File: src/rtl/uart_pkg.sv
// uart_pkg: state encoding and default framing constants shared by the UART TX and RX paths
package uart_pkg;

    localparam int DEFAULT_FRAME_WIDTH  = 8;
    localparam int DEFAULT_CLKS_PER_BIT = 868;

    typedef enum logic [2:0] {
        IDLE   = 3'd0,
        START  = 3'd1,
        DATA   = 3'd2,
        PARITY = 3'd3,
        STOP   = 3'd4,
        DONE   = 3'd5
    } state_e;

endpackage

File: src/rtl/tx_baud_counter.sv
// tx_baud_counter: counts clocks within one bit period and flags the last clock of the bit
module tx_baud_counter #(
    parameter int CLKS_PER_BIT = 868
) (
    input  logic clk,
    input  logic rst,
    input  logic cnt_clr,
    input  logic cnt_en,
    output logic bit_tick
);

    localparam int CW = $clog2(CLKS_PER_BIT);

    logic [CW-1:0] cnt_q, cnt_d;

    assign bit_tick = cnt_en && cnt_q == CW'(CLKS_PER_BIT - 1);

    always_comb cnt_d = (cnt_clr || bit_tick) ? '0 : cnt_en ? cnt_q + 1'b1 : cnt_q;

    always_ff @(posedge clk or posedge rst) begin
        if (rst) cnt_q <= '0;
        else     cnt_q <= cnt_d;
    end

endmodule

File: src/rtl/uart_tx.sv
// uart_tx: LSB-first UART serialiser with valid/ready input and done pulse.
// Define UART_TX_PARITY_EN to insert an even-parity bit after the data bits.
module uart_tx
    import uart_pkg::*;
#(
    parameter int FRAME_WIDTH  = DEFAULT_FRAME_WIDTH,
    parameter int CLKS_PER_BIT = DEFAULT_CLKS_PER_BIT
) (
    input  logic                   clk,
    input  logic                   rst,
    input  logic [FRAME_WIDTH-1:0] tx_data,
    input  logic                   tx_valid,
    output logic                   tx_ready,
    output logic                   tx,
    output logic                   busy,
    output logic                   done
);

    localparam int BW = $clog2(FRAME_WIDTH);

    state_e                 state_q, state_d;
    logic [FRAME_WIDTH-1:0] shift_q, shift_d;
    logic [BW-1:0]          bit_q, bit_d;
    logic                   tx_q, tx_d;
    logic                   bit_tick;
`ifdef UART_TX_PARITY_EN
    logic                   parity_q, parity_d;
`endif

    assign tx_ready = state_q == IDLE;
    assign busy     = state_q == START || state_q == DATA || state_q == PARITY || state_q == STOP;
    assign done     = state_q == DONE;
    assign tx       = tx_q;

    // Every state change restarts the bit period.
    tx_baud_counter #(.CLKS_PER_BIT(CLKS_PER_BIT)) u_baud (
        .clk      (clk),
        .rst      (rst),
        .cnt_clr  (state_d != state_q),
        .cnt_en   (busy),
        .bit_tick (bit_tick)
    );

    always_comb begin
        state_d  = state_q;
        shift_d  = shift_q;
        bit_d    = '0;
`ifdef UART_TX_PARITY_EN
        parity_d = parity_q;
`endif
        case (state_q)
            IDLE: if (tx_valid) begin
                state_d  = START;
                shift_d  = tx_data;
`ifdef UART_TX_PARITY_EN
                parity_d = ^tx_data;
`endif
            end
            START: if (bit_tick) state_d = DATA;
            DATA: begin
                bit_d = bit_q;
                if (bit_tick) begin
                    shift_d = shift_q >> 1;
                    bit_d   = bit_q + 1'b1;
                    if (bit_q == BW'(FRAME_WIDTH - 1)) begin
                        bit_d = '0;
`ifdef UART_TX_PARITY_EN
                        state_d = PARITY;
`else
                        state_d = STOP;
`endif
                    end
                end
            end
`ifdef UART_TX_PARITY_EN
            PARITY: if (bit_tick) state_d = STOP;
`endif
            STOP: if (bit_tick) state_d = DONE;
            DONE: state_d = IDLE;
            default: state_d = IDLE;
        endcase
        // Line level follows the next state so tx switches on the same edge as the FSM.
        tx_d = state_d == START ? 1'b0 :
               state_d == DATA  ? shift_d[0] :
`ifdef UART_TX_PARITY_EN
               state_d == PARITY ? parity_q :
`endif
               1'b1;
    end

    always_ff @(posedge clk or posedge rst) begin
        if (rst) begin
            state_q  <= IDLE;
            shift_q  <= '0;
            bit_q    <= '0;
            tx_q     <= 1'b1;
`ifdef UART_TX_PARITY_EN
            parity_q <= 1'b0;
`endif
        end else begin
            state_q  <= state_d;
            shift_q  <= shift_d;
            bit_q    <= bit_d;
            tx_q     <= tx_d;
`ifdef UART_TX_PARITY_EN
            parity_q <= parity_d;
`endif
        end
    end

endmodule
File: config.mk
export PLATFORM = sky130hd
export DESIGN_NAME = uart_tx
export DESIGN_NICKNAME = d
export VERILOG_FILES = /design/src/rtl/uart_pkg.sv /design/src/rtl/tx_baud_counter.sv /design/src/rtl/uart_tx.sv
export SDC_FILE = /design/constraint.sdc
export NUM_CORES = 1
export LEC_CHECK = 0
export CAP_MARGIN = 20
export CORE_AREA = 2 2 51 53
export DETAILED_ROUTE_END_ITERATION = 8
export DIE_AREA = 0 0 53 55
export GPL_ROUTABILITY_DRIVEN = 0
export MAX_ROUTING_LAYER = met4
export PLACE_DENSITY = 0.8
export SLEW_MARGIN = 20
export SYNTH_ARGS = -nofsm -noshare
export SYNTH_HDL_FRONTEND = slang
export SYNTH_SLANG_ARGS = --single-unit
File: constraint.sdc
create_clock -name clk -period 3.3 [get_ports clk]
set_input_delay 0.66 -clock clk [delete_from_list [all_inputs] [get_ports clk]]
set_output_delay 0.66 -clock clk [all_outputs]
set_load 0.03 [all_outputs]
==> results of run 1 <==
[worst max-delay path, delay by kind of cell (launching register included)]
kind | cells | cell delay (ns)
buf+inv | 1 | 0.64
flops | 1 | 0.51
simple gates | 2 | 0.67
[through the flow]
| stage | hold WS [ns] | std cells | power, mW |
|---|---|---|---|
| floorplan | 0.4468 | 136 | 0.5299 |
| global placement | 0.4581 | 176 | 0.5721 |
| detailed placement | 0.4645 | 176 | 0.5778 |
| CTS | 0.4980 | 180 | 0.7185 |
| global route | 0.5281 | 180 | 0.7624 |
| finish | 0.4955 | 180 | 0.7080 |
[cell families after synthesis]
| group | count (synthesis) | synth area share |
|---|---|---|
| XOR/XNOR | 8 | 0.05298 |
| AO/OA/AOI/OAI | 24 | 0.1306 |
| flip-flops | 25 | 0.4740 |
| buffers and inverters | 5 | 0.01419 |
| multiplexers | 1 | 0.007569 |
| AND/OR/NAND/NOR | 70 | 0.2924 |
| adder cells (fa/ha/maj) | 3 | 0.02839 |
[synthesized netlist by cell type (2+ instances only)]
master	instances	area (um^2)
nor4_1	2	12.51
a22o_1	2	17.52
a21oi_1	4	20.02
ha_1	3	37.54
and4_2	2	20.02
nand2b_1	3	18.77
and3_1	2	12.51
or2_2	2	12.51
nand3_1	5	25.02
xor2_1	8	70.07
nand2_1	19	71.32
nor2_1	17	63.81
nor3b_1	2	15.01
dfrtp_1	24	600.6
nor3_1	2	10.01
a22oi_1	10	75.07
clkbuf_1	4	15.01
and2_1	3	18.77
[state kept, by name, indices dropped and copies added, names as in the netlist]
| name | flops |
|---|---|
| shift_q | 8 |
| state_q | 3 |
| tx | 1 |
| bit_q | 3 |
| u_baud.cnt_q | 10 |
[report_power, final]
part           total [mW]  internal (mW)  switching, mW
clock               0.136         0.0462         0.0899
sequential          0.409          0.355         0.0537
combinational       0.163         0.0758         0.0869
[cell type report]
| class | instances | share of cell area |
|---|---|---|
| well taps | 30 | 0.02477 |
| clock inverters | 1 | 0.004955 |
| flip-flops and latches | 25 | 0.4137 |
| clock buffers | 3 | 0.01486 |
| multi-input cells | 106 | 0.4467 |
| inverters | 1 | 0.002477 |
| repair buffers | 14 | 0.09249 |
[routing by layer]
metal,wire (um),up-vias,part of all wire,track usage
met2,1155,14,0.47,0.2917
met3,64,2,0.026,0.02419
li1,-,515,-,-
met1,1203,481,0.49,0.2813
met5,0,-,0,-
met4,17,0,0.0070,0.07265
[how the worst max path moves through the flow]
stage	start	to	slack (ns)
after floorplan	state_q[1]	busy	0.97
after global placement	state_q[2]	busy	0.96
after detailed placement	state_q[1]	busy	0.87
after CTS	state_q[1]	busy	0.50
after global routing	state_q[1]	busy	0.29
final	state_q[1]	busy	0.51
==> flow_summary_export.csv, run 1 <==
group,metric,value,unit
status,status,"complete, no violations",
worst_setup_path,crit_chain,"nor3_1 -> nor2_1 -> clkdlybuf4s50_1",
worst_setup_path,reg2reg_to,"u_baud.cnt_q[5]",
floorplanning,coreArea,0.002365,mm^2
detailed_routing,num_vias,1012,
finish,layout_commonest_cell,"dfrtp_1",
floorplanning,die_w,53,um
power,ir_drop,324.3,uV
worst_setup_path,max_stage_delay,0.64,ns
sta,setup_violations,0,
finish,finalInstanceArea,0.001515,mm^2
sta,finClkSkew,0.004238,ns
job,maxCapViolations,0,
power,pwr_density_cell,467.3,mW/mm^2
worst_setup_path,cp.required,2.64,ns
hold_path,whs_path_depth,2,
clock_tree,cts_root_buf,"clkbuf_4",
synthesis,async_flop_share,1.000,
synthesis,synth-edff-count,0,
placed_design,port_buffers,14,
finish,diodes,0,
finish,area_delta_synth_final,14.57,%
finish,seqCellArea,626.9,um^2
grt,grt.total_usage,0.1974,
clock_tree,clk_pin_slew,0.14,ns
clock_tree,cts-resized-gates,0,
worst_setup_path,rr_startpoint,"u_baud.cnt_q[3]",
synthesis,ys.flop_type,"dfrtp_1",
detailed_routing,drtIter0Drc,28,
hold_path,min_path_type,"reg2reg",
grt,grt_pass1_wl,4008,um
clock_tree,h-tree-depth,1,
synthesis,post_synth_instance_area,0.001323,mm^2
detailed_routing,firstDrtPassIters,4,
detailed_routing,post_drt_wl_per_cell,13.56,um
grt,grt_max_degree,26,
synthesis,syn_nets,150,
worst_setup_path,cp-end-kind,"primary output",
grt,grt_pass1_vias,870,
clock_tree,cts_tree,"yes",
placed_design,dp_slack,0.8749,ns
sta,fmax,0.3581,GHz
finish,layout-drive-gt1-share,0.1133,
worst_setup_path,r2r_cells,5,
clock_tree,postCtsSetupBuffers,0,
hold_path,whs_endpoint,"shift_q[4]",
grt,globalRouteOverflowTotal,0,
synthesis,ys_types,40,
synthesis,ys_seq_elements,25,
worst_setup_path,worstSetupStartpointType,"register",
clock_tree,max-clock-path-buffers,2,
detailed_routing,viasPerCell,5.622,
sta,setup_ws,0.5071,ns
worst_setup_path,timing.critical_path.arrival,2.13,ns
worst_setup_path,critPathMaxFanout,12,
clock_tree,hold_buffers,0,
power,leakage,0.6810,nW
detailed_routing,post-route-drc-count,0,
sta,rsz0062_at_grt,"no",
sta,min_period_over_period,0.8463,
sta,hold_viol,0,
placed_design,dp_hpwl,1825,um
worst_setup_path,cp_slowest_cell,"clkdlybuf4s50_1",
worst_setup_path,critical_path_class,"reg2out",
finish,nets,165,
floorplanning,fp-row-count,18,
grt,antenna_found_initial,0,
floorplanning,ios,15,
sta,fin_crit,2.793,ns
synthesis,postSynthCellCount,136,
synthesis,synth_seq_area_share,0.4740,
worst_setup_path,r2r_slack,1.09,ns
sta,finalMaxSlewViolations,0,
finish,layout_common_cells,"dfrtp_1 (24), nand2_1 (19), nor2_1 (17)",
sta,setup_tns,0,ns
floorplanning,start_util,0.5593,
synthesis,ys_warn_count,0,
sta,max_slew.worst_pin.slew,0.9260,ns
detailed_routing,ant_nets,0,
floorplanning,die-height,55,um
placed_design,dpl_cell_area,0.001485,mm^2
detailed_routing,routed_wl,2440,um
finish,multi_input_comb_area,676.9,um^2
clock_tree,clock-sinks,25,
hold_path,hp-start,"shift_q[4]",
synthesis,syn-mean-instance-area,9.724,um^2
floorplanning,die-area,0.002915,mm^2
sta,max-slew-margin-rel,0.3820,
clock_tree,cts_made_buffers,3,
finish,fillers,202,
finish,fin_util,0.6407,
clock_tree,worstSkewPairLatency,0.31,ns
No activity file was read; power rests on OpenSTA's default activity.
==> run 2, diff against run 1 <==
- CORE_AREA: 2 2 51 53 -> 2 2 43 74
- DIE_AREA: 0 0 53 55 -> 0 0 45 76
- PLACE_DENSITY: 0.8 -> 0.71
- clock period: 3.3 -> 2.3 ns (I/O delays scaled with it)
==> flow_summary_export.csv, run 2 (synthesis gave the netlist of run 1 again) <==
group,metric,value,unit
finish,regMostFlops,"u_baud.cnt_q",
floorplanning,fp-row-count,26,
clock_tree,cts_made_buffers,3,
worst_setup_path,cp-end-kind,"primary output",
detailed_routing,drtIter0Drc,21,
floorplanning,ios,15,
floorplanning,start_util,0.4620,
detailed_routing,post_drt_wl_per_cell,15.39,um
worst_setup_path,reg2reg_to,"bit_q[0]",
worst_setup_path,critical_path_class,"reg2out",
detailed_routing,viasPerCell,5.904,
sta,setup_tns,0,ns
power,ir_drop,377.8,uV
sta,min_period_over_period,0.9601,
power,switchingPower,0.3649,mW
worst_setup_path,r2r_cells,5,
job,maxCapViolations,0,
detailed_routing,routed_wl,2893,um
hold_path,min_path_type,"reg2reg",
sta,finClkSkew,0.01210,ns
power,combinationalPowerShare,0.227,
sta,max_slew.worst_pin.slew,0.4555,ns
detailed_routing,ant_nets,0,
sta,setup_ws,0.09182,ns
clock_tree,hold_buffers,0,
clock_tree,clk_pin_slew,0.10,ns
finish,area_delta_synth_final,21.66,%
floorplanning,die-area,0.003420,mm^2
worst_setup_path,cp-startpoint,"state_q[0]",
grt,grt_pass1_wl,4878,um
clock_tree,h-tree-depth,1,
sta,setup_violations,0,
clock_tree,cts_root_buf,"clkbuf_8",
detailed_routing,post-route-drc-count,0,
power,leakage,0.7390,nW
power,p_total,1.119,mW
worst_setup_path,worstSetupStartpointType,"register",
grt,grt_pass1_vias,1085,
sta,fin_crit,2.208,ns
status,status,"complete, no violations",
finish,reg_top3,"u_baud.cnt_q (10), shift_q (8)",
placed_design,dp_slack,0.2604,ns
finish,layout_commonest_cell,"dfrtp_1",
sta,max-slew-margin-rel,0.6935,
sta,rsz0062_at_grt,"no",
detailed_routing,met1_length,1177,um
floorplanning,die_w,45,um
grt,antenna_found_initial,0,
placed_design,dp_hpwl,2182,um
power,power_frac_clock,0.242,
detailed_routing,wl_met2,1552,um
grt,grt_max_degree,26,
sta,hold_ws,0.4947,ns
power,pwr-share-seq,0.532,
worst_setup_path,timing.critical_path.arrival,1.75,ns
power,internal_power,0.7546,mW
detailed_routing,num_vias,1110,
finish,layout_common_cells,"dfrtp_1 (24), nand2_1 (19), nor2_1 (17)",
finish,largest_reg_flops,10,
floorplanning,die-height,76,um
grt,grt.total_usage,0.1938,
sta,hold_viol,0,
worst_setup_path,critPathMaxFanout,5,
grt,globalRouteOverflowTotal,0,
sta,fmax,0.4529,GHz
floorplanning,coreArea,0.002863,mm^2
detailed_routing,routed.top_layer,"met4",
power,swShare,0.3259,
finish,layout-drive-gt1-share,0.1688,
detailed_routing,dr_wl_met3,61,um
power,pwr_density_cell,695.7,mW/mm^2
placed_design,port_buffers,14,
worst_setup_path,r2r_slack,0.24,ns
worst_setup_path,critPathCapture,"done",
finish,diodes,0,
worst_setup_path,rr_startpoint,"u_baud.cnt_q[3]",
worst_setup_path,cp.required,1.84,ns
detailed_routing,firstDrtPassIters,4,
clock_tree,clock-sinks,25,
sta,finalMaxSlewViolations,0,
clock_tree,max-clock-path-buffers,2,
finish,nets,175,
clock_tree,worstSkewPairLatency,0.28,ns
clock_tree,cts_tree,"yes",
run 2: what timing repair did:
action	4_1_cts	5_1_grt
resized for setup	0	1
endpoints found under the setup margin	0	1
setup buffers	0	0
run 2: routing by layer:
layer	vias to the layer above	global-route usage
li1	533	-
met1	544	0.2273
met2	25	0.3157
met3	8	0.02370
met4	0	0.09118
met5	-	-
run 2: through the flow:
step,util,cells,area [um^2]
finish,0.5621,188,1609
global route,0.5621,188,1609
CTS,0.5612,188,1607
detailed placement,0.5441,184,1558
global placement,0.5441,184,1558
floorplan,-,136,1323
run 2: power by group through the flow:
stage                     registers, mW  logic (mW)  clock network [mW]
final                             0.595       0.254               0.270
after global routing              0.604       0.286               0.294
after detailed placement          0.600       0.254                   0
after CTS                         0.592       0.257               0.276
after floorplan                   0.577       0.183                   0
after global placement            0.591       0.242                   0
run 2: cell type report:
type,instances,area (um^2)
Clock buffer,3,41.29
Clock inverter,1,7.507
Fill cell,271,1254
Inverter,1,3.754
Multi-Input combinational cell,106,676.9
Sequential cell,25,626.9
Tap cell,28,35.03
Timing Repair Buffer,24,217.7
run 2: worst max-delay path: stages (launching register included):
cell             delay, ns
dfrtp_1               0.42
nor2b_1               0.22
and2_1                0.17
clkdlybuf4s50_1       0.67
run 2: worst min-delay path by stage:
| stage | from | to | slack [ns] | cells after the start |
|---|---|---|---|---|
| global placement | shift_q[2] | shift_q[2] | 0.46 | 2 |
| floorplan | shift_q[2] | shift_q[2] | 0.45 | 2 |
| CTS | shift_q[5] | shift_q[5] | 0.49 | 2 |
| detailed placement | shift_q[5] | shift_q[5] | 0.47 | 2 |
| finish | shift_q[5] | shift_q[5] | 0.49 | 2 |
| global route | shift_q[5] | shift_q[5] | 0.53 | 2 |
==> run 3, diff against run 2 <==
- CORE_AREA: 2 2 43 74 -> 2 2 55 57
- DIE_AREA: 0 0 45 76 -> 0 0 57 59
- HOLD_SLACK_MARGIN: not set -> 0.06
- PLACE_DENSITY: 0.71 -> 0.73
==> flow_summary_export.csv, run 3 (synthesis gave the netlist of run 1 again) <==
group,metric,value,unit
detailed_routing,viasPerCell,5.577,
worst_setup_path,cp_slowest_cell,"or4_4",
detailed_routing,routed_wl,2639,um
sta,min_period_over_period,0.9185,
sta,setup_violations,0,
worst_setup_path,worstSetupStartpointType,"register",
clock_tree,cts_made_buffers,3,
grt,grt_pass1_vias,1058,
clock_tree,h-tree-depth,1,
sta,fin_crit,2.113,ns
power,combinationalPowerShare,0.240,
worst_setup_path,crit_chain,"or4_4 -> nor3_4 -> nand2_2 -> or3_1 -> a21oi_1",
detailed_routing,num_vias,1054,
sta,fmax,0.4733,GHz
worst_setup_path,r2r_slack,0.19,ns
floorplanning,coreArea,0.002710,mm^2
worst_setup_path,cp.buffers_inverters,0,
finish,fillers,229,
finish,layout_common_cells,"dfrtp_1 (23), nand2_1 (19), nor2_1 (17)",
clock_tree,worstSkewPairLatency,0.31,ns
sta,rsz0062_at_grt,"no",
power,power_frac_clock,0.191,
status,status,"complete, no violations",
power,switchingPower,0.3460,mW
finish,diodes,0,
sta,setup_tns,0,ns
placed_design,dp_hpwl,2040,um
worst_setup_path,cp.required,2.55,ns
grt,grt_max_degree,18,
grt,antenna_found_initial,0,
job,maxCapViolations,0,
detailed_routing,ant_nets,0,
detailed_routing,post_drt_wl_per_cell,13.96,um
floorplanning,die-height,59,um
detailed_routing,drtIter0Drc,65,
finish,nets,173,
power,leakage,0.7294,nW
placed_design,dpl_cell_area,0.001546,mm^2
grt,grt_pass1_wl,4519,um
floorplanning,start_util,0.4880,
power,swShare,0.3319,
clock_tree,clk_pin_slew,0.14,ns
worst_setup_path,critical_path_class,"reg2reg",
finish,largest_reg_flops,10,
finish,reg_top3,"u_baud.cnt_q (10), shift_q (8)",
floorplanning,fp-row-count,19,
worst_setup_path,cp-end-kind,"register",
clock_tree,cts_tree,"yes",
clock_tree,clock-sinks,25,
power,pwr_density_cell,662.1,mW/mm^2
power,pwr-share-seq,0.569,
placed_design,port_buffers,14,
power,internal_power,0.6963,mW
grt,globalRouteOverflowTotal,0,
floorplanning,die_w,57,um
finish,layout-drive-gt1-share,0.1646,
detailed_routing,firstDrtPassIters,5,
hold_path,min_path_type,"in2async",
finish,area_delta_synth_final,19.02,%
grt,grt.total_usage,0.1737,
finish,finalInstanceArea,0.001574,mm^2
worst_setup_path,timing.critical_path.arrival,2.36,ns
detailed_routing,post-route-drc-count,0,
power,ir_drop,337.4,uV
worst_setup_path,crit_family,"simple AND/OR/NAND/NOR gates",
worst_setup_path,max_stage_delay,0.58,ns
sta,finClkSkew,0.005763,ns
clock_tree,max-clock-path-buffers,2,
sta,finalMaxSlewViolations,0,
finish,layout_commonest_cell,"dfrtp_1",
clock_tree,cts_root_buf,"clkbuf_4",
sta,max_slew.worst_pin.slew,0.4487,ns
floorplanning,ios,15,
sta,max-slew-margin-rel,0.6997,
worst_setup_path,critPathMaxFanout,10,
clock_tree,hold_buffers,0,
floorplanning,die-area,0.003363,mm^2
finish,regMostFlops,"u_baud.cnt_q",
sta,hold_viol,0,
-- run 3: cell types whose count changed in the layout (fill, tap and decap cells not counted), sizes merged --
cell           change
buf                -2
clkdlybuf4s50      -2
dlygate4sd2        +3
dlymetal6s2s       -1
-- run 3: power by group through the flow --
| stage | Combinational (mW) | Sequential (mW) | Clock, mW |
|---|---|---|---|
| 4_1_cts | 0.251 | 0.591 | 0.208 |
| 5_1_grt | 0.284 | 0.603 | 0.226 |
| 6_report | 0.250 | 0.593 | 0.199 |
| 2_1_floorplan | 0.183 | 0.577 | 0 |
| 3_5_place_dp | 0.248 | 0.598 | 0 |
| 3_3_place_gp | 0.242 | 0.592 | 0 |
-- run 3: timing repair --
item / in CTS / in global routing
endpoints found under the setup margin: 3 / 0
resized for setup: 4 / 0
setup buffers: 0 / 0
-- run 3: area by class of cell --
type | instances | area [um^2] | area share
clock buffers | 3 | 22.52 | 0.01431
clock inverters | 1 | 7.507 | 0.004769
inverters | 1 | 3.754 | 0.002385
multi-input cells | 106 | 676.9 | 0.4300
flip-flops and latches | 25 | 628.1 | 0.3990
well taps | 31 | 38.79 | 0.02464
repair buffers | 22 | 196.4 | 0.1248
-- run 3: routing by layer --
| metal | routed length (um) | up-vias | GRT usage |
|---|---|---|---|
| li1 | - | 526 | - |
| met2 | 1336 | 16 | 0.3103 |
| met3 | 81 | 2 | 0.01965 |
| met5 | 0 | - | - |
| met4 | 19 | 0 | 0.03654 |
| met1 | 1201 | 510 | 0.2141 |
-- run 3: worst paths after layout --
path / start / endpoint / cells past startpoint
min reg2reg: shift_q[5] / shift_q[5] / 2
max reg2reg: u_baud.cnt_q[3] / bit_q[0] / 5
max in group asynchronous: rst / tx / 3
min in group clk: shift_q[5] / shift_q[5] / 2
min: rst / shift_q[4] / 2
max: u_baud.cnt_q[3] / bit_q[0] / 5
-- run 3: worst register-to-register path: stages (launching register included) --
cell	delay, ns
dfrtp_1	0.48
or4_4	0.58
nor3_4	0.38
nand2_2	0.13
or3_1	0.33
a21oi_1	0.16
-- run 3: metrics by stage --
stage	hold WS [ns]	utilization	setup WS [ns]	total power, mW	instances
CTS	0.3811	0.5808	0.1909	1.050	189
detailed placement	0.4688	0.5706	0.2261	0.8465	185
floorplan	0.4468	-	0.05035	0.7603	136
global route	0.3693	0.5808	0.05031	1.113	189
finish	0.3739	0.5808	0.1873	1.042	189
global placement	0.4591	0.5706	0.2892	0.8345	185
